## src/rtl/palette_writer_if.sv

```systemverilog
// ---------------------------------------------------------------------------
// palette_writer_if
//   Bundles the load-control, byte-stream and RAM-write signals of the
//   palette writer so the writer and its host attach with a single port.
//
//   Parameters
//     ADDR_SIZE  width of the address and count fields
//     WORD_SIZE  width of one RAM word
//
//   Signals (direction as seen by the writer)
//     start_i       in   begin-load pulse
//     start_addr_i  in   first word address
//     count_i       in   number of words to load
//     byte_i        in   stream byte
//     byte_valid_i  in   stream byte valid
//     byte_ready_o  out  writer accepts a byte this cycle
//     wr_en_o       out  RAM write strobe
//     wr_addr_o     out  RAM write address
//     wr_data_o     out  RAM write data
//     busy_o        out  load in progress
//     done_o        out  end-of-load pulse
//     error_o       out  checksum mismatch, valid with done_o
//
//   Modports
//     master  host / byte source side
//     slave   palette writer side
// ---------------------------------------------------------------------------
interface palette_writer_if #(
    parameter int ADDR_SIZE = 16,
    parameter int WORD_SIZE = 20
);
    logic                 start_i;
    logic [ADDR_SIZE-1:0] start_addr_i;
    logic [ADDR_SIZE-1:0] count_i;
    logic [7:0]           byte_i;
    logic                 byte_valid_i;
    logic                 byte_ready_o;
    logic                 wr_en_o;
    logic [ADDR_SIZE-1:0] wr_addr_o;
    logic [WORD_SIZE-1:0] wr_data_o;
    logic                 busy_o;
    logic                 done_o;
    logic                 error_o;

    modport master (
        output start_i, start_addr_i, count_i, byte_i, byte_valid_i,
        input  byte_ready_o, wr_en_o, wr_addr_o, wr_data_o, busy_o, done_o, error_o
    );

    modport slave (
        input  start_i, start_addr_i, count_i, byte_i, byte_valid_i,
        output byte_ready_o, wr_en_o, wr_addr_o, wr_data_o, busy_o, done_o, error_o
    );
endinterface

```

## src/rtl/palette_writer.sv

```systemverilog
// ---------------------------------------------------------------------------
// palette_writer
//   Loads WORD_SIZE-bit words into a palette RAM from a byte stream. Bytes
//   are packed little-endian (byte k -> bits [8k+7:8k], surplus top bits
//   dropped) and each finished word is written in a single cycle at an
//   auto-incrementing address that wraps at MEM_SIZE-1.
//
//   Ports
//     clk    system clock, all state on rising edge
//     reset  asynchronous, active-high reset
//     bus    palette_writer_if.slave (load control, byte stream, RAM write)
//
//   Parameters
//     MEM_SIZE   words in the target memory
//     WORD_SIZE  bits per memory word
//     ADDR_SIZE  width of address and count fields
//
//   Optional feature (macro PALETTE_WRITER_CHECKSUM_EN)
//     When defined, a modulo-256 sum of every payload byte is kept and one
//     extra checksum byte is taken after the last word; error_o reports a
//     mismatch together with done_o. When undefined error_o is always 0.
// ---------------------------------------------------------------------------
module palette_writer #(
    parameter int MEM_SIZE  = 4096,
    parameter int WORD_SIZE = 20,
    parameter int ADDR_SIZE = 16
) (
    input  logic             clk,
    input  logic             reset,
    palette_writer_if.slave  bus
);
    localparam int BPW  = (WORD_SIZE + 7) / 8;
    localparam int IDXW = (BPW > 1) ? $clog2(BPW) : 1;
    localparam logic [IDXW-1:0]      LAST_IDX = IDXW'(BPW - 1);
    localparam logic [ADDR_SIZE-1:0] LAST_ADDR = ADDR_SIZE'(MEM_SIZE - 1);

`ifdef PALETTE_WRITER_CHECKSUM_EN
    typedef enum logic [2:0] {ST_IDLE, ST_COLLECT, ST_WRITE, ST_CHECK, ST_DONE} state_t;
`else
    typedef enum logic [2:0] {ST_IDLE, ST_COLLECT, ST_WRITE, ST_DONE} state_t;
`endif

    state_t               state;
    state_t               state_next;
    state_t               end_state;
    logic                 byte_ready;
    logic [ADDR_SIZE-1:0] addr;
    logic [ADDR_SIZE-1:0] remaining;
    logic [IDXW-1:0]      byte_idx;
    logic [BPW*8-1:0]     assembly;
    logic [BPW*8-1:0]     assembly_next;
    logic [ADDR_SIZE-1:0] wr_addr;
    logic [WORD_SIZE-1:0] wr_data;
`ifdef PALETTE_WRITER_CHECKSUM_EN
    logic [7:0]           sum;
    logic                 chk_err;
`endif

    // State register.
    always_ff @(posedge clk or posedge reset) begin
        if (reset) state <= ST_IDLE;
        else       state <= state_next;
    end

    // Next-state logic. After the last word the load ends either in the
    // checksum byte phase or directly in DONE, depending on the build.
    always_comb begin
        state_next = state;
        byte_ready = 1'b0;
`ifdef PALETTE_WRITER_CHECKSUM_EN
        end_state  = ST_CHECK;
`else
        end_state  = ST_DONE;
`endif
        case (state)
            ST_IDLE: begin
                if (bus.start_i)
                    state_next = (bus.count_i == '0) ? end_state : ST_COLLECT;
            end
            ST_COLLECT: begin
                byte_ready = 1'b1;
                if (bus.byte_valid_i && byte_idx == LAST_IDX)
                    state_next = ST_WRITE;
            end
            ST_WRITE: begin
                state_next = (remaining == ADDR_SIZE'(1)) ? end_state : ST_COLLECT;
            end
`ifdef PALETTE_WRITER_CHECKSUM_EN
            ST_CHECK: begin
                byte_ready = 1'b1;
                if (bus.byte_valid_i)
                    state_next = ST_DONE;
            end
`endif
            ST_DONE: state_next = ST_IDLE;
            default: state_next = ST_IDLE;
        endcase
    end

    // Drop the incoming byte into its lane of the word being assembled.
    always_comb begin
        assembly_next = assembly;
        for (int k = 0; k < BPW; k++) begin
            if (byte_idx == IDXW'(k))
                assembly_next[8*k +: 8] = bus.byte_i;
        end
    end

    // Datapath. The write address/data registers are loaded as the last
    // byte of a word arrives, so they are valid throughout WRITE and then
    // simply hold their value until the next word.
    always_ff @(posedge clk or posedge reset) begin
        if (reset) begin
            addr      <= '0;
            remaining <= '0;
            byte_idx  <= '0;
            assembly  <= '0;
            wr_addr   <= '0;
            wr_data   <= '0;
`ifdef PALETTE_WRITER_CHECKSUM_EN
            sum       <= '0;
            chk_err   <= 1'b0;
`endif
        end else begin
            case (state)
                ST_IDLE: begin
                    if (bus.start_i) begin
                        addr      <= bus.start_addr_i % ADDR_SIZE'(MEM_SIZE);
                        remaining <= bus.count_i;
                        byte_idx  <= '0;
`ifdef PALETTE_WRITER_CHECKSUM_EN
                        sum       <= '0;
                        chk_err   <= 1'b0;
`endif
                    end
                end
                ST_COLLECT: begin
                    if (bus.byte_valid_i) begin
                        assembly <= assembly_next;
`ifdef PALETTE_WRITER_CHECKSUM_EN
                        sum      <= sum + bus.byte_i;
`endif
                        if (byte_idx == LAST_IDX) begin
                            byte_idx <= '0;
                            wr_addr  <= addr;
                            wr_data  <= assembly_next[WORD_SIZE-1:0];
                        end else begin
                            byte_idx <= byte_idx + 1'b1;
                        end
                    end
                end
                ST_WRITE: begin
                    addr      <= (addr == LAST_ADDR) ? '0 : addr + 1'b1;
                    remaining <= remaining - 1'b1;
                end
`ifdef PALETTE_WRITER_CHECKSUM_EN
                ST_CHECK: begin
                    if (bus.byte_valid_i)
                        chk_err <= (bus.byte_i != sum);
                end
`endif
                default: ;
            endcase
        end
    end

    assign bus.byte_ready_o = byte_ready;
    assign bus.wr_en_o      = (state == ST_WRITE);
    assign bus.wr_addr_o    = wr_addr;
    assign bus.wr_data_o    = wr_data;
    assign bus.busy_o       = (state != ST_IDLE);
    assign bus.done_o       = (state == ST_DONE);
`ifdef PALETTE_WRITER_CHECKSUM_EN
    assign bus.error_o      = (state == ST_DONE) && chk_err;
`else
    assign bus.error_o      = 1'b0;
`endif
endmodule

```

## src/flat_wrapper.sv

```systemverilog
// flat-port wrapper written by rule: the top's interface ports become plain ports
module palette_writer_flat 
#(
    parameter int MEM_SIZE  = 4096,
    parameter int WORD_SIZE = 20,
    parameter int ADDR_SIZE = 16
)
  (clk, reset, bus_start_i, bus_start_addr_i, bus_count_i, bus_byte_i, bus_byte_valid_i, bus_byte_ready_o, bus_wr_en_o, bus_wr_addr_o, bus_wr_data_o, bus_busy_o, bus_done_o, bus_error_o);
  palette_writer_if #(.ADDR_SIZE(ADDR_SIZE), .WORD_SIZE(WORD_SIZE)) bus_i ();
  input  logic clk;
  input  logic reset;
  input wire logic [$bits(bus_i.start_i)-1:0] bus_start_i;
  input wire logic [$bits(bus_i.start_addr_i)-1:0] bus_start_addr_i;
  input wire logic [$bits(bus_i.count_i)-1:0] bus_count_i;
  input wire logic [$bits(bus_i.byte_i)-1:0] bus_byte_i;
  input wire logic [$bits(bus_i.byte_valid_i)-1:0] bus_byte_valid_i;
  output wire logic [$bits(bus_i.byte_ready_o)-1:0] bus_byte_ready_o;
  output wire logic [$bits(bus_i.wr_en_o)-1:0] bus_wr_en_o;
  output wire logic [$bits(bus_i.wr_addr_o)-1:0] bus_wr_addr_o;
  output wire logic [$bits(bus_i.wr_data_o)-1:0] bus_wr_data_o;
  output wire logic [$bits(bus_i.busy_o)-1:0] bus_busy_o;
  output wire logic [$bits(bus_i.done_o)-1:0] bus_done_o;
  output wire logic [$bits(bus_i.error_o)-1:0] bus_error_o;
  assign bus_i.start_i = bus_start_i;
  assign bus_i.start_addr_i = bus_start_addr_i;
  assign bus_i.count_i = bus_count_i;
  assign bus_i.byte_i = bus_byte_i;
  assign bus_i.byte_valid_i = bus_byte_valid_i;
  assign bus_byte_ready_o = bus_i.byte_ready_o;
  assign bus_wr_en_o = bus_i.wr_en_o;
  assign bus_wr_addr_o = bus_i.wr_addr_o;
  assign bus_wr_data_o = bus_i.wr_data_o;
  assign bus_busy_o = bus_i.busy_o;
  assign bus_done_o = bus_i.done_o;
  assign bus_error_o = bus_i.error_o;
  palette_writer #(.MEM_SIZE(MEM_SIZE), .WORD_SIZE(WORD_SIZE), .ADDR_SIZE(ADDR_SIZE)) u_core (.clk(clk), .reset(reset), .bus(bus_i));
endmodule
```

## config.mk

```make
export PLATFORM = sky130hd
export DESIGN_NAME = palette_writer_flat
export DESIGN_NICKNAME = d
export VERILOG_FILES = /design/src/rtl/palette_writer_if.sv /design/src/rtl/palette_writer.sv /design/src/flat_wrapper.sv
export SDC_FILE = /design/constraint.sdc
export NUM_CORES = 1
export LEC_CHECK = 0
export CORE_MARGIN = 2
export CORE_UTILIZATION = 40
export DETAILED_ROUTE_END_ITERATION = 8
export PLACE_DENSITY_LB_ADDON = 0.3
export SETUP_SLACK_MARGIN = 0.1
export SLEW_MARGIN = 20
export SYNTH_ARGS = -nofsm -noshare
export SYNTH_HDL_FRONTEND = slang
export SYNTH_SLANG_ARGS = --single-unit
```

## constraint.sdc

```tcl
create_clock -name clk -period 7.6 [get_ports clk]
set_clock_uncertainty 0.15 [all_clocks]
set_input_delay 2.28 -clock clk [delete_from_list [all_inputs] [get_ports clk]]
set_output_delay 2.28 -clock clk [all_outputs]
set_load 0.005 [all_outputs]
```

# [Yosys cells after proc, flatten, opt, wreduce, memory -nomap -nowiden]
# Cells that the tools add are included.
[word_totals] in_bits=44 memories=0 regBits=93 ram_bits=0 latchBits=0 romBits=0
[classes] mux=18 n_reduce_logical=12 div=0 multipliers=0 n_eq_ne=10 shifts=0 magnitude_cmp=0 bitwise=0 add_sub_neg=3
[op_table] cell="$pmux W16 S2" count=2
[op_table] cell="$mux W16" count=3
[op_table] cell="$add A16 B1 Y16 const B" count=1
[op_table] cell="$eq A16 B1 Y1 const B" count=1
[op_table] cell="$eq A16 B12 Y1 const B" count=1
[op_table] cell="$logic_not A16 Y1" count=1
[op_table] cell="$mux W8" count=2
[op_table] cell="$sub A16 B1 Y16 const B" count=1
[op_table] cell="$mux W2" count=5
[op_table] cell="$pmux W3 S3" count=1
[op_table] cell="$eq A3 B2 Y1 const B" count=2
[op_table] cell="$mux W3" count=2
[op_table] cell="$reduce_and A2 Y1" count=3
[op_table] cell="$reduce_and A3 Y1" count=2
[op_table] cell="$mux W4" count=1
[op_table] cell="$ne A2 B2 Y1 const B" count=2
[op_table] cell="$pmux W2 S2" count=1
[op_table] cell="$reduce_bool A2 Y1" count=2
[op_table] cell="$eq A3 B1 Y1 const B" count=1
[op_table] cell="$logic_not A3 Y1" count=1
[op_table] cell="$reduce_bool A3 Y1" count=1
[op_table] cell="$add A2 B1 Y2 const B" count=1
[op_table] cell="$eq A2 B1 Y1 const B" count=1
[op_table] cell="$eq A2 B2 Y1 const B" count=1
[op_table] cell="other kinds (4)" count=4

# [Depth between registers and ports, before layout]
# Gate-level depths: netlist of the first run.
[depth] depth_word=4 depth_mapped=7

# [Least setup slack after synthesis of the first run]
# Ideal clock, no wire load.
[synth_path] kind="register to output" startpoint="register u_core.state[1]" endpoint="output port bus_busy_o" path_stages_with_launch=4 arrival_time_ps=1035 slack_ps=4135 cell_sequence="dfrtp_1 clkbuf_2 clkbuf_1 or2_2"
[synth_via] elab_chain_cells=1
[synth_lines] item="from (decl)" line="palette_writer.sv:43" text="state_t state;"
[synth_lines] item="from (signal assigned)" line="palette_writer.sv:62" text="else state <= state_next;"
[synth_lines] item="$reduce_bool A3 Y1" line="palette_writer.sv:171" text="assign bus.busy_o = (state != ST_IDLE);"
[synth_lines] item="to (decl)" line="flat_wrapper.sv:21" text="output wire logic [$bits(bus_i.busy_o)-1:0] bus_busy_o;"
# Every way passes these cells.

# [Final worst setup path of the first run]
[layout_path] startpoint="register u_core.state[0]" endpoint="output port bus_wr_en_o"
[layout_via] elab_chain_cells=1
[layout_lines] item="$eq A3 B2 Y1" line="palette_writer.sv:168" text="assign bus.wr_en_o = (state == ST_WRITE);"
[layout_lines] item="to (decl)" line="flat_wrapper.sv:18" text="output wire logic [$bits(bus_i.wr_en_o)-1:0] bus_wr_en_o;"
# Every way passes these cells.

==> results of run 1 <==
-- worst max path at each step --
stage	to	depth (start not counted)	start
global placement	u_core.remaining[11]$_DFFE_PP0P_	5	bus_start_i
CTS	bus_wr_en_o	3	u_core.state[0]$_DFFE_PP0P_
floorplan	u_core.addr[0]$_DFFE_PP0P_	1	reset
global route	bus_wr_en_o	3	u_core.state[0]$_DFFE_PP0P_
detailed placement	u_core.remaining[9]$_DFFE_PP0P_	6	bus_start_i
finish	bus_wr_en_o	3	u_core.state[0]$_DFFE_PP0P_
-- routing by layer --
metal	vias to the layer above	global-route usage, %	part of all wire (%)
met3	8	4.96	8.1
li1	1787	-	-
met5	-	0	0
met2	136	29.8	46
met4	0	7.78	0.67
met1	1819	28.5	46
-- cells by family after synthesis --
family	share of synthesized area, %
AOI/OAI and AO/OA	12.8
adders and majority gates	0.850
buffers and inverters	4.84
DFF	49.9
muxes	4.08
other	0.0849
and+or+nand+nor	27.5
-- metrics by stage --
step | cell area (um2) | utilization (%) | worst slack [ns] | std cells | power (W)
4_1_cts | 5490 | 50.9 | 2.90 | 677 | 0.00198
5_1_grt | 5490 | 50.9 | 2.73 | 677 | 0.00212
3_5_place_dp | 5270 | 48.8 | 3.20 | 662 | 0.00161
6_report | 5490 | 50.9 | 2.89 | 677 | 0.00197
2_1_floorplan | 4420 | - | 2.89 | 466 | 0.00128
3_3_place_gp | 5270 | 48.8 | 3.21 | 662 | 0.00158
-- power by group through the flow --
stage | combinational [W] | clock (W) | sequential (W)
6_report | 0.000735 | 0.000360 | 0.000870
5_1_grt | 0.000822 | 0.000392 | 0.000903
4_1_cts | 0.000741 | 0.000372 | 0.000867
3_5_place_dp | 0.000737 | 0 | 0.000874
3_3_place_gp | 0.000718 | 0 | 0.000864
2_1_floorplan | 0.000461 | 0 | 0.000819
-- cell type report --
class / instances / area (um2)
timing repair buffer: 85 / 840
clock inverter: 3 / 65.1
sequential: 88 / 2200
tap: 140 / 175
multi-input combinational: 338 / 2010
inverter: 11 / 42.5
fill: 995 / 5300
clock buffer: 12 / 155
-- state kept, by name, summed over array words and instances, names as in the netlist --
name                  cells
u_core.state              2
u_core.assembly          16
u_core.bus.wr_addr_o     16
u_core.remaining         16
u_core.bus.wr_data_o     20
u_core.addr              16
u_core.byte_idx           2
-- critical path, delay by kind of cell (launching register included) --
| kind | cells | cell delay (ns) |
|---|---|---|
| simple gates | 1 | 0.56 |
| flops | 1 | 0.76 |
| buf+inv | 2 | 0.60 |
-- cells in the mapped netlist, types with 2 or more instances --
library cell and number:
or3_1 4, and4_1 4, nand4b_1 2, nand4_1 16, nor3b_1 8, a2bb2oi_1 3
ha_1 3, a31o_2 2, nand2b_1 2, or4_4 3, o22a_1 5, o21ai_0 15
nand2_1 117, nor4_1 8, inv_1 10, clkbuf_1 10, or2_2 4, buf_2 12
or3b_2 2, mux2_2 16, clkbuf_8 4, nor2_1 22, nand3_1 11, a32oi_1 2
buf_4 2, a211oi_1 2, and3_1 5, dfrtp_1 88, and2_1 6, a31oi_1 6
a21oi_1 21, nor3_4 2, o211ai_1 6, nand3b_1 2, nor3_1 9, o311ai_0 2
==> metrics.txt, run 1 <==
outcome complete, no violations; Switching Fraction 35.8%; Clock power frac 18.3%; total core area 10800 um2; Critical Path RT 5.17 ns; Least-Margin Pin Slew 1.04 ns; hold buffer count at CTS 0; vias in the first global route 3691; Mapped Nets 513; most frequent cells in the layout 117 x nand2_1, 88 x dfrtp_1, 79 x clkdlybuf4s50_1, 22 x nor2_1, 21 x a21oi_1; critical path's slowest cell dfrtp_1; final antenna-violating net count 0; commonest non-fill, non-tap cell in the layout nand2_1; Hold WC Path Type flop to flop; # Max-Cap Violations 0; Post-Syn Area per Cell 9.48 um2; Setup Viol. Count Final 0; clock-pin slew on the worst setup and hold paths 0.08 ns; input/output buffers 79; worst r2r src u_core.state[0]$_DFFE_PP0P_; GRT Util Overall 20.2%; DR pass1 iterations 5; NetSw 0.000704 W; Seq/Total Area, Yosys 49.9%; critical path class flop to output port; Layout Area Growth over Synthesis 24.3%; CTS resizes 0; Vert. Die Dim 109 um; Root Driver clkbuf_8; worst hold path cell count 2; unrepaired setup endpoints after global routing false; antenna violations before repair 0; CTS tree built; share of layout cells above drive strength 1 11.0%; GRT overflow 0; Seq cells post-synth 88; nets 580; Max clock buf depth 2; relative slew slack 30.7%; max-slew violation count 0; CTS Buf Count 9; Die Width 109 um; Detailed Place HPWL 7430 um; Worst Setup Start Kind flop; cell area after synthesis 4420 um2; r2r setup slk 5.05 ns; Mapped Cells 466; FP Rows 38; min-delay src u_core.assembly[5]$_DFFE_PP0P_; # DRC 0; period utilisation layout 61.9%; Post-Route WL 11100 um; Worst Reg-to-Reg Cells 5; CP max FO 20; Hold Slack 0.321 ns; first-pass GRT wire length 18700 um; leakage 2.32 nW; Synthesis Warnings 0; Num Clock Sinks 88; worst vdd rail ir drop 158 uV; largest net degree at the start of global routing 89; top cell type's share of synthesized area 49.9%; slowest cell delay on critical path 0.76 ns; Seq pwr share 44.3%; synth top area cells dfrtp_1 50%, nand2_1 9.9%, mux2_2 4.1%; Die Area 11900 um2; Power Dens Cells 358 nW/um2; crit path DAT 2.28 ns; post-synth top area cell dfrtp_1; Routability Congestion 0.873; diode count 0; Setup crit end kind output port; num ports 85; EDFF count, synth 0; Worst Hold Endpoint u_core.bus.wr_data_o[5]$_DFFE_PP0P_; drt initial violations 156; post-CTS setup buffers 0; Critical Path, Cell by Cell nand2b_1, inv_1, clkdlybuf4s50_1; FMAX 213 MHz; minimum clock period 4.71 ns; Vias/cell 5.54; reg-to-reg endpoint u_core.addr[11]$_DFFE_PP0P_; starting density of the core 40.9%; Fin Setup TNS 0 ns; H-tree levels 3; clk_lat worst skew 0.36 ns; routed len/inst 16.4 um; Most used DFF post-synth dfrtp_1; Synth cell types 66; Int Power 0.00126 W; Async S/R FF share, synth 100%; Hold Vio Cnt, Final 0; DR vias 3750; Logic pwr share 37.4%
(Power assumes the default switching activity.)
==> run 2, diff against run 1 <==
Clock period 7.6 ns to 4.2 ns, I/O delays scaled along.
==> metrics.txt, run 2 (synthesized netlist as in run 1, its figures left out) <==
commonest non-fill, non-tap cell in the layout nand2_1; Root Driver clkbuf_8; largest net degree at the start of global routing 47; number of flip-flops in the largest register 20; DR pass1 iterations 4; max-slew violation count 0; share of layout cells above drive strength 1 11.7%; # Max-Cap Violations 0; input/output buffers 79; Crit path buffers/inverters 1; critical path class flop to output port; CP max FO 23; drt initial violations 148; Setup Viol. Count Final 0; Final Non-Filler Cells 680; clk_lat worst skew 0.36 ns; diode count 0; starting density of the core 40.9%; GRT Util Overall 20.7%; antenna violations before repair 0; Post-Route WL 11500 um; Routability Congestion 0.868; Critical Path RT 2.79 ns; Die Width 109 um; clock-pin slew on the worst setup and hold paths 0.09 ns; Placed Area 5310 um2; hold buffer count at CTS 0; first-pass GRT wire length 19000 um; Max clock buf depth 2; minimum clock period 3.44 ns; relative slew slack 44.2%; Vert. Die Dim 109 um; FP Rows 38; Num Clock Sinks 88; CTS Buf Count 9; Inst Count DP 665; CP top delay family flip-flops; CTS tree built; Filler Cell Count 1036; final antenna-violating net count 0; worst vdd rail ir drop 280 uV; Hold Vio Cnt, Final 0; nets 583; Final Cell Area 5520 um2; Detailed Place HPWL 7930 um; Power Dens Cells 643 nW/um2; outcome complete, no violations; H-tree levels 3; critical path's slowest cell dfrtp_1; most frequent cells in the layout 117 x nand2_1, 88 x dfrtp_1, 79 x clkdlybuf4s50_1, 22 x nor2_1, 21 x a21oi_1; Hold WC Path Type flop to flop; Setup crit end kind output port; leakage 2.34 nW; GRT overflow 0; Layout Area Growth over Synthesis 24.9%; slowest cell delay on critical path 0.90 ns; crit path DAT 2.03 ns; FMAX 291 MHz; Vias/cell 5.62; post-CTS setup buffers 0; DR vias 3824; post-layout util 51.1%; Die Area 11900 um2; total core area 10800 um2; # DRC 0; Worst Setup Start Kind flop; Fin Setup TNS 0 ns; Total Power 0.00355 W; Least-Margin Pin Slew 0.837 ns; Critical Path, Cell by Cell and2b_1, clkdlybuf4s50_1; unrepaired setup endpoints after global routing false; routed len/inst 17.0 um; period utilisation layout 81.9%; CTS resizes 0; vias in the first global route 3794; num ports 85
==> run 2: changes by cell type in the layout (fill, tap and decap cells not counted), sizes merged <==
cell / previous run / this run
buf: 6 / 9
bufinv: 2 / 1
clkinv: 3 / 4
==> run 2: final cells by class <==
cell class	instances	area, um2	share of cell area, %
clock buffer	12	165	2.99
inverter	11	42.5	0.771
multi-input combinational	338	2010	36.4
sequential	88	2200	39.9
clock inverter	3	40.0	0.726
timing repair buffer	88	883	16.0
tap	140	175	3.17
==> run 2: power breakdown <==
part	switching [W]	internal [W]	total [W]
Combinational	0.000608	0.000714	0.00132
Sequential	0.000393	0.00122	0.00161
Clock	0.000301	0.000319	0.000620
Total	0.00130	0.00225	0.00355
==> run 2: worst min-delay path, stage by stage, from the launching register on <==
cell     delay (ns)
dfrtp_1        0.35
nand2_1        0.05
nand2_1        0.05
==> run 2: metal layers <==
layer	vias to the layer above	wire [um]	global-route usage (%)
met5	-	0	0
met4	0	165	7.05
met3	16	924	5.92
met2	138	5300	32.2
met1	1876	5150	27.6
li1	1794	-	-
==> run 2: path summary, 6_finish.rpt <==
kind	slack, ns	cells after the start	end	from
setup reg to reg	1.72	5	u_core.addr[11]$_DFFE_PP0P_	u_core.state[1]$_DFFE_PP0P_
hold reg to reg	0.32	2	u_core.bus.wr_data_o[5]$_DFFE_PP0P_	u_core.assembly[5]$_DFFE_PP0P_
setup / recovery	0.76	2	bus_byte_ready_o	u_core.state[1]$_DFFE_PP0P_
hold / removal	0.32	2	u_core.bus.wr_data_o[5]$_DFFE_PP0P_	u_core.assembly[5]$_DFFE_PP0P_
max in group asynchronous	1.98	3	u_core.byte_idx[1]$_DFFE_PP0P_	reset
min in group asynchronous	1.22	2	u_core.assembly[6]$_DFFE_PP0P_	reset
==> run 2: stage by stage <==
stage	hold slack (ns)	worst slack (ns)
2_1_floorplan	0.283	0.511
3_3_place_gp	0.294	0.874
3_5_place_dp	0.305	0.835
4_1_cts	0.325	0.733
5_1_grt	0.357	0.630
6_report	0.320	0.762
==> run 3, diff against run 2 <==
Clock period 4.2 ns to 3.3 ns, I/O delays scaled along.
==> metrics.txt, run 3 (synthesized netlist as in run 1, its figures left out) <==
outcome complete, no violations; FP Rows 38; first-pass GRT wire length 18800 um; Int Power 0.00280 W; share of layout cells above drive strength 1 12.6%; Critical Path RT 2.16 ns; DR pass1 iterations 5; Routability Congestion 0.866; multi-input logic area 2010 um2; Die Width 109 um; Fin Setup TNS 0 ns; Detailed Place HPWL 8000 um; CP startpoint u_core.state[1]$_DFFE_PP0P_; Num Clock Sinks 88; Setup Viol. Count Final 0; r2r setup slk 1.05 ns; crit path DAT 1.91 ns; Hold WC Path Type flop to flop; DR vias 3785; diode count 0; Total Power 0.00447 W; vias in the first global route 3754; Hold Vio Cnt, Final 0; antenna violations before repair 0; relative slew slack 60.6%; input/output buffers 79; Layout Area Growth over Synthesis 25.5%; Power Dens Cells 806 nW/um2; CTS resizes 0; critical path's slowest cell dfrtp_1; critical path class flop to output port; max-slew violation count 0; largest net degree at the start of global routing 35; drt initial violations 202; Least-Margin Pin Slew 0.590 ns; GRT Util Overall 20.2%; # DRC 0; CP Capture Point bus_byte_ready_o; Reg area 2200 um2; Crit path buffers/inverters 1; number of flip-flops in the largest register 20; GRT overflow 0; minimum clock period 3.05 ns; routed len/inst 16.6 um; worst r2r src u_core.addr[0]$_DFFE_PP0P_; total core area 10800 um2; Max clock buf depth 2; CP top delay family flip-flops; Root Driver clkbuf_8; Vert. Die Dim 109 um; hold buffer count at CTS 0; leakage 2.35 nW; most frequent cells in the layout 117 x nand2_1, 88 x dfrtp_1, 79 x clkdlybuf4s50_1, 22 x nor2_1, 21 x a21oi_1; # Max-Cap Violations 0; CTS Buf Count 9; Setup crit end kind output port; FMAX 328 MHz; Vias/cell 5.52; Worst Reg-to-Reg Cells 5; nets 588; CP Depth 2; num ports 85; H-tree levels 3; Switching Fraction 37.3%; Clock power frac 16.3%; Die Area 11900 um2; starting density of the core 40.9%; clock-pin slew on the worst setup and hold paths 0.09 ns; CTS tree built; CP max FO 17; reg-to-reg endpoint u_core.addr[3]$_DFFE_PP0P_; Worst Setup Start Kind flop; worst vdd rail ir drop 329 uV; Logic pwr share 38.6%; Filler Cell Count 988; final antenna-violating net count 0; Critical Path, Cell by Cell and2b_1, clkdlybuf4s50_1; period utilisation layout 92.4%; slowest cell delay on critical path 0.61 ns; unrepaired setup endpoints after global routing false; commonest non-fill, non-tap cell in the layout nand2_1; clk_lat worst skew 0.36 ns; post-CTS setup buffers 0; Seq pwr share 45.1%; NetSw 0.00167 W; Post-Route WL 11400 um
-- run 3: how the worst min path moves through the flow --
stage                     slack [ns]                                   end  cells past startpoint                           startpoint
after floorplan                 0.28  u_core.bus.wr_data_o[10]$_DFFE_PP0P_                      2      u_core.assembly[10]$_DFFE_PP0P_
after global placement          0.30  u_core.bus.wr_data_o[15]$_DFFE_PP0P_                      2      u_core.assembly[15]$_DFFE_PP0P_
after detailed placement        0.31   u_core.bus.wr_data_o[8]$_DFFE_PP0P_                      2  u_core.bus.wr_data_o[8]$_DFFE_PP0P_
after CTS                       0.33   u_core.bus.wr_data_o[8]$_DFFE_PP0P_                      2       u_core.assembly[8]$_DFFE_PP0P_
after global routing            0.35   u_core.bus.wr_data_o[8]$_DFFE_PP0P_                      2       u_core.assembly[8]$_DFFE_PP0P_
final                           0.32   u_core.bus.wr_data_o[8]$_DFFE_PP0P_                      2       u_core.assembly[8]$_DFFE_PP0P_
-- run 3: per-stage QoR --
step	hold slack [ns]	cells	instance area (um2)	utilization, %	worst slack (ns)
after CTS	0.326	686	5540	51.4	0.232
after global routing	0.355	686	5540	51.4	0.147
after global placement	0.299	670	5350	49.6	0.518
after floorplan	0.283	466	4420	-	1.13
final	0.323	686	5540	51.4	0.251
after detailed placement	0.311	670	5350	49.6	0.496
-- run 3: area by class of cell --
type	count	share of cell area, %
sequential	88	39.7
multi-input combinational	338	36.3
timing repair buffer	93	16.6
tap	140	3.16
clock buffer	11	2.73
inverter	11	0.813
clock inverter	5	0.700
-- run 3: worst reg2reg max path, cell delays in order, from the launching register on --
cell and delay (ns):
dfrtp_1 0.46, ha_1 0.25, and4_1 0.47, nand4_4 0.28, a32o_1 0.33, a22o_1 0.22
-- run 3: power groups by stage --
stage                     Combinational, W  Sequential (W)  Clock, W
after floorplan                    0.00106         0.00189         0
after global placement             0.00169         0.00201         0
after detailed placement           0.00173         0.00202         0
after CTS                          0.00174         0.00201  0.000744
after global routing               0.00192         0.00209  0.000788
final                              0.00172         0.00201  0.000729
-- run 3: per-layer routing --
layer  wire, um  part of all wire (%)  track usage, %
met5          0                     0               0
met4        119                   1.0            5.49
met3        840                   7.4            5.20
met2       5170                    45            31.5
met1       5240                    46            27.8
==> RTL change 1 (flow settings as in run 2) <==
The option `PALETTE_WRITER_CHECKSUM_EN` is turned on by a define.
--- a/src/rtl/palette_writer.sv
+++ b/src/rtl/palette_writer.sv
@@ -22,2 +22,4 @@
 // ---------------------------------------------------------------------------
+`define PALETTE_WRITER_CHECKSUM_EN
+
 module palette_writer #(
Function: changed (a bounded check fails within 4 cycles, from zero or initial values and one cycle with reset high).
==> RTL change 1 against run 2 <==
Cell area up 10%. Critical path depth up 5. Critical endpoint is now u_core.sum[7]$_DFFE_PP0P_. Synthesized area up 7.9%. Total power up 18%. Routed wire length down 2.9%. First-iteration DRC count up 76%. Largest cell class unchanged. Combinational power up 14%. Sequential cell count up 10. Setup slack worse by 0.074 ns. The flow now finishes with violations (design-rule violations). Sequential share of layout area up 0.42 points.
==> RTL change 1: results (changes against run 2) <==
route:
  firstDrtPassIters: 6  # +2
  first_iter_violations: 260  # +76%
  routed_via_density: 5.48  # -2.5%
  wl_per_cell_um: 15.8  # -7.0%
  drc_errors: 7  # +7
placement:
  place_inst: 694  # +4.4%
  dp_hpwl_um: 7890  # -0.51%
  place_congestion: 0.779  # -10%
pwr:
  intPower_uw: 2810  # +25%
  leakagePower_uw: 0.00260  # +11%
yosys:
  syn_avg_cell_area_um2: 9.84  # +3.9%
  synth_commonest_cells: "106 x nand2_1, 98 x dfrtp_1, 32 x mux2_2"
  yosysSeqAreaShare_pct: 51.5  # +1.6 points
run_status:
  outcome: "finished, violations left"
  violations: "design-rule violations"
finish:
  num-nets-final: 617  # +5.8%
  fin_cells: 710  # +4.4%
clock_tree:
  root_buffer: "clkbuf_16"
  insertion_delay_ns: 0.34  # -0.02 ns
min_path:
  hp-start: "u_core.assembly[8]$_DFFE_PP0P_"
  hold_path_end: "u_core.bus.wr_data_o[8]$_DFFE_PP0P_"
grt:
  grt_max_degree: 49  # +4.3%
critical_path:
  reg2reg_depth: 7  # +2
  crit_fanout: 4  # -83%
  r2r_slack_ns: 1.43  # -0.29 ns
  cp-startpoint: "bus_byte_i[0]"
## RTL change 1: metrics by stage
step                      power (µW)  area (µm²)  setup WS [ns]
final                           4180        6080          0.687
after global routing            4500        6080          0.616
after CTS                       4220        6080          0.697
after detailed placement        3260        5740          0.352
after global placement          3190        5740          0.433
after floorplan                 2600        4760          0.228
## RTL change 1: cell families (layout without fill, tap and decap cells)
group	count (synthesis)	in the layout	share of synthesized area, %
AO/OA/AOI/OAI	89	89	12.4
buffers and inverters	33	116	2.84
multiplexers	35	35	8.19
flip-flops	98	98	51.5
adder cells (fa/ha/maj)	11	11	3.05
AND/OR/NAND/NOR	211	211	20.8
XOR/XNOR	7	7	1.29
## RTL change 1: final cells by class
type	count	area (µm²)
fillers	1050	5440
inverters	9	35.0
flip-flops and latches	98	2450
well taps	143	179
repair buffers	91	883
clock inverters	4	98.8
clock buffers	12	246
multi-input cells	353	2190
## RTL change 1: worst max-delay path, cell delays in order
cell             delay (ns)
clkdlybuf4s50_1        0.56
ha_1                   0.32
a211oi_1               0.27
o31ai_1                0.16
o31ai_1                0.38
mux2_2                 0.38
a221o_1                0.26
## RTL change 1: layer usage
metal	global-route usage, %	vias up	wire (µm)
met5	0	-	0
met1	24.1	1891	5140
met2	30.7	99	5470
met3	4.02	10	468
li1	-	1893	-
met4	4.88	0	121
## RTL change 1: power groups by stage
stage	combinational [µW]	clock, µW	sequential, µW
6_report	1500	946	1740
5_1_grt	1670	1010	1810
4_1_cts	1520	966	1740
3_5_place_dp	1510	0	1750
2_1_floorplan	953	0	1650
3_3_place_gp	1460	0	1730
==> RTL change 2 (config.mk and constraints of run 2) <==
Without the edit above. The 4 states of `state_t` get a one-hot encoding in 4 bits.
--- a/src/rtl/palette_writer.sv
+++ b/src/rtl/palette_writer.sv
@@ -39,3 +39,3 @@
 `else
-    typedef enum logic [2:0] {ST_IDLE, ST_COLLECT, ST_WRITE, ST_DONE} state_t;
+    typedef enum logic [3:0] {ST_IDLE = 4'b0001, ST_COLLECT = 4'b0010, ST_WRITE = 4'b0100, ST_DONE = 4'b1000} state_t;
 `endif
Behaviour: no difference found for any inputs over 4 cycles, from zero or initial values and one cycle with reset high; so few cycles prove little.
==> RTL change 2 against run 2 <==
Sequential cell count is 2 higher. Die area down 4.9%. Cell area down 3.1%. Synthesized cell count down 22%. Synthesized area shrank 5.1%. Via count decreased by 15%. Count of clock-buffer cells in the layout decreased by 2. Largest cell class unchanged. Largest power group unchanged. Critical endpoint is now bus_busy_o. Routed wire length down 17%. Setup slack worse by 0.094 ns. Total power decreased by 16%.
==> RTL change 2: results (changes against run 2) <==
placement:
  place_congestion: 0.846  # -2.5%
  dp_hpwl_um: 6680  # -16%
  place_area_um2: 5130  # -3.3%
route:
  vias: 3247  # -15%
  route.met3.wl_um: 325  # -65%
  firstDrtPassIters: 6  # +2
  first_iter_violations: 124  # -16%
  drt-total-wl_um: 9550  # -17%
finish:
  postLayoutCellArea_um2: 5350  # -3.1%
  buf_share_pct: 16.2  # +0.14 points
  nClkBuffers: 10  # -2
  layout-drive-gt1-share_pct: 18.9  # +7.2 points
  inv_count: 9  # -2
  buffers: 87  # -1.1%
  clock_cell_area_share_pct: 3.93  # +0.21 points
  num-fill-cells: 924  # -11%
  multi_input_area_share_pct: 33.9  # -2.5 points
grt:
  grt_max_degree: 57  # +21%
  grtUsageMet3_pct: 3.31  # -2.6 points
  gr-usage-met1_pct: 24.3  # -3.3 points
  grtUsageMet2_pct: 28.3  # -3.9 points
  grt.total_usage_pct: 17.7  # -3.0 points
pwr:
  clock_power_uw: 621  # about the same
  comb_cell_power_uw: 916  # -31%
  intPower_uw: 1990  # -11%
  swShare_pct: 33.4  # -3.3 points
  leakagePower_uw: 0.00225  # -3.8%
  peakVddDrop_uv: 199  # -29%
yosys:
  yosysSeqAreaShare_pct: 53.8  # +3.9 points
  synth_commonest_cells: "89 x dfrtp_1, 52 x mux2_2, 36 x nand2_1"
  synth-adder-area-share_pct: 0.896  # +0.046 points
  synthTopCellsByArea: "dfrtp_1 53%, mux2_2 14%, nand2_1 3.2%, o211ai_1 2.3%, o311ai_0 2.1%"
  syn_nets: 410  # -20%
  ys_types: 54  # -18%
  synthMuxAreaShare_pct: 14.2  # +10 points
  synth-seq-cells: 90  # +2.3%
  synth_compound_area_share_pct: 12.5  # -0.26 points
min_path:
  hold_path_depth: 1  # -1
  hold_path_end: "u_core.assembly[6]$_DFFE_PP0P_"
critical_path:
  worstPathArrival_ns: 2.12  # +0.09 ns
  cp-startpoint: "u_core.state[0]$_DFFE_PP1P_"
  r2r_slack_ns: 1.66  # -0.06 ns
  cp-endpoint: "bus_busy_o"
  rr_endpoint: "u_core.remaining[8]$_DFFE_PP0P_"
  reg2reg_depth: 7  # +2
  crit_fanout: 6  # -74%
timing:
  max-slew-margin-rel_pct: 53.2  # +9.0 points
run_status:
  outcome: "complete, no violations"
-- RTL change 2: changes by cell type after synthesis, moves of 5 or more --
cell / change
o311ai_0: +8
nor3b_1: -7
o21ai_0: -6
o22a_1: -5
nand4_1: -9
mux2_2: +36
nand2_1: -81
o211ai_1: +7
nor2_1: -12
a21oi_1: -12
buf_2: -6
-- RTL change 2: per-stage QoR --
step | std cells | worst slack (ns) | hold slack (ns)
final | 581 | 0.668 | 0.360
after global routing | 581 | 0.539 | 0.372
after CTS | 581 | 0.654 | 0.361
after detailed placement | 565 | 1.05 | 0.339
after global placement | 565 | 1.08 | 0.330
after floorplan | 363 | 0.456 | 0.320
-- RTL change 2: worst max-delay path, stage by stage, from the launching register on --
cell and delay [ns]:
dfstp_2 0.58, nor4b_2 0.45, inv_1 0.24, clkdlybuf4s50_1 0.51
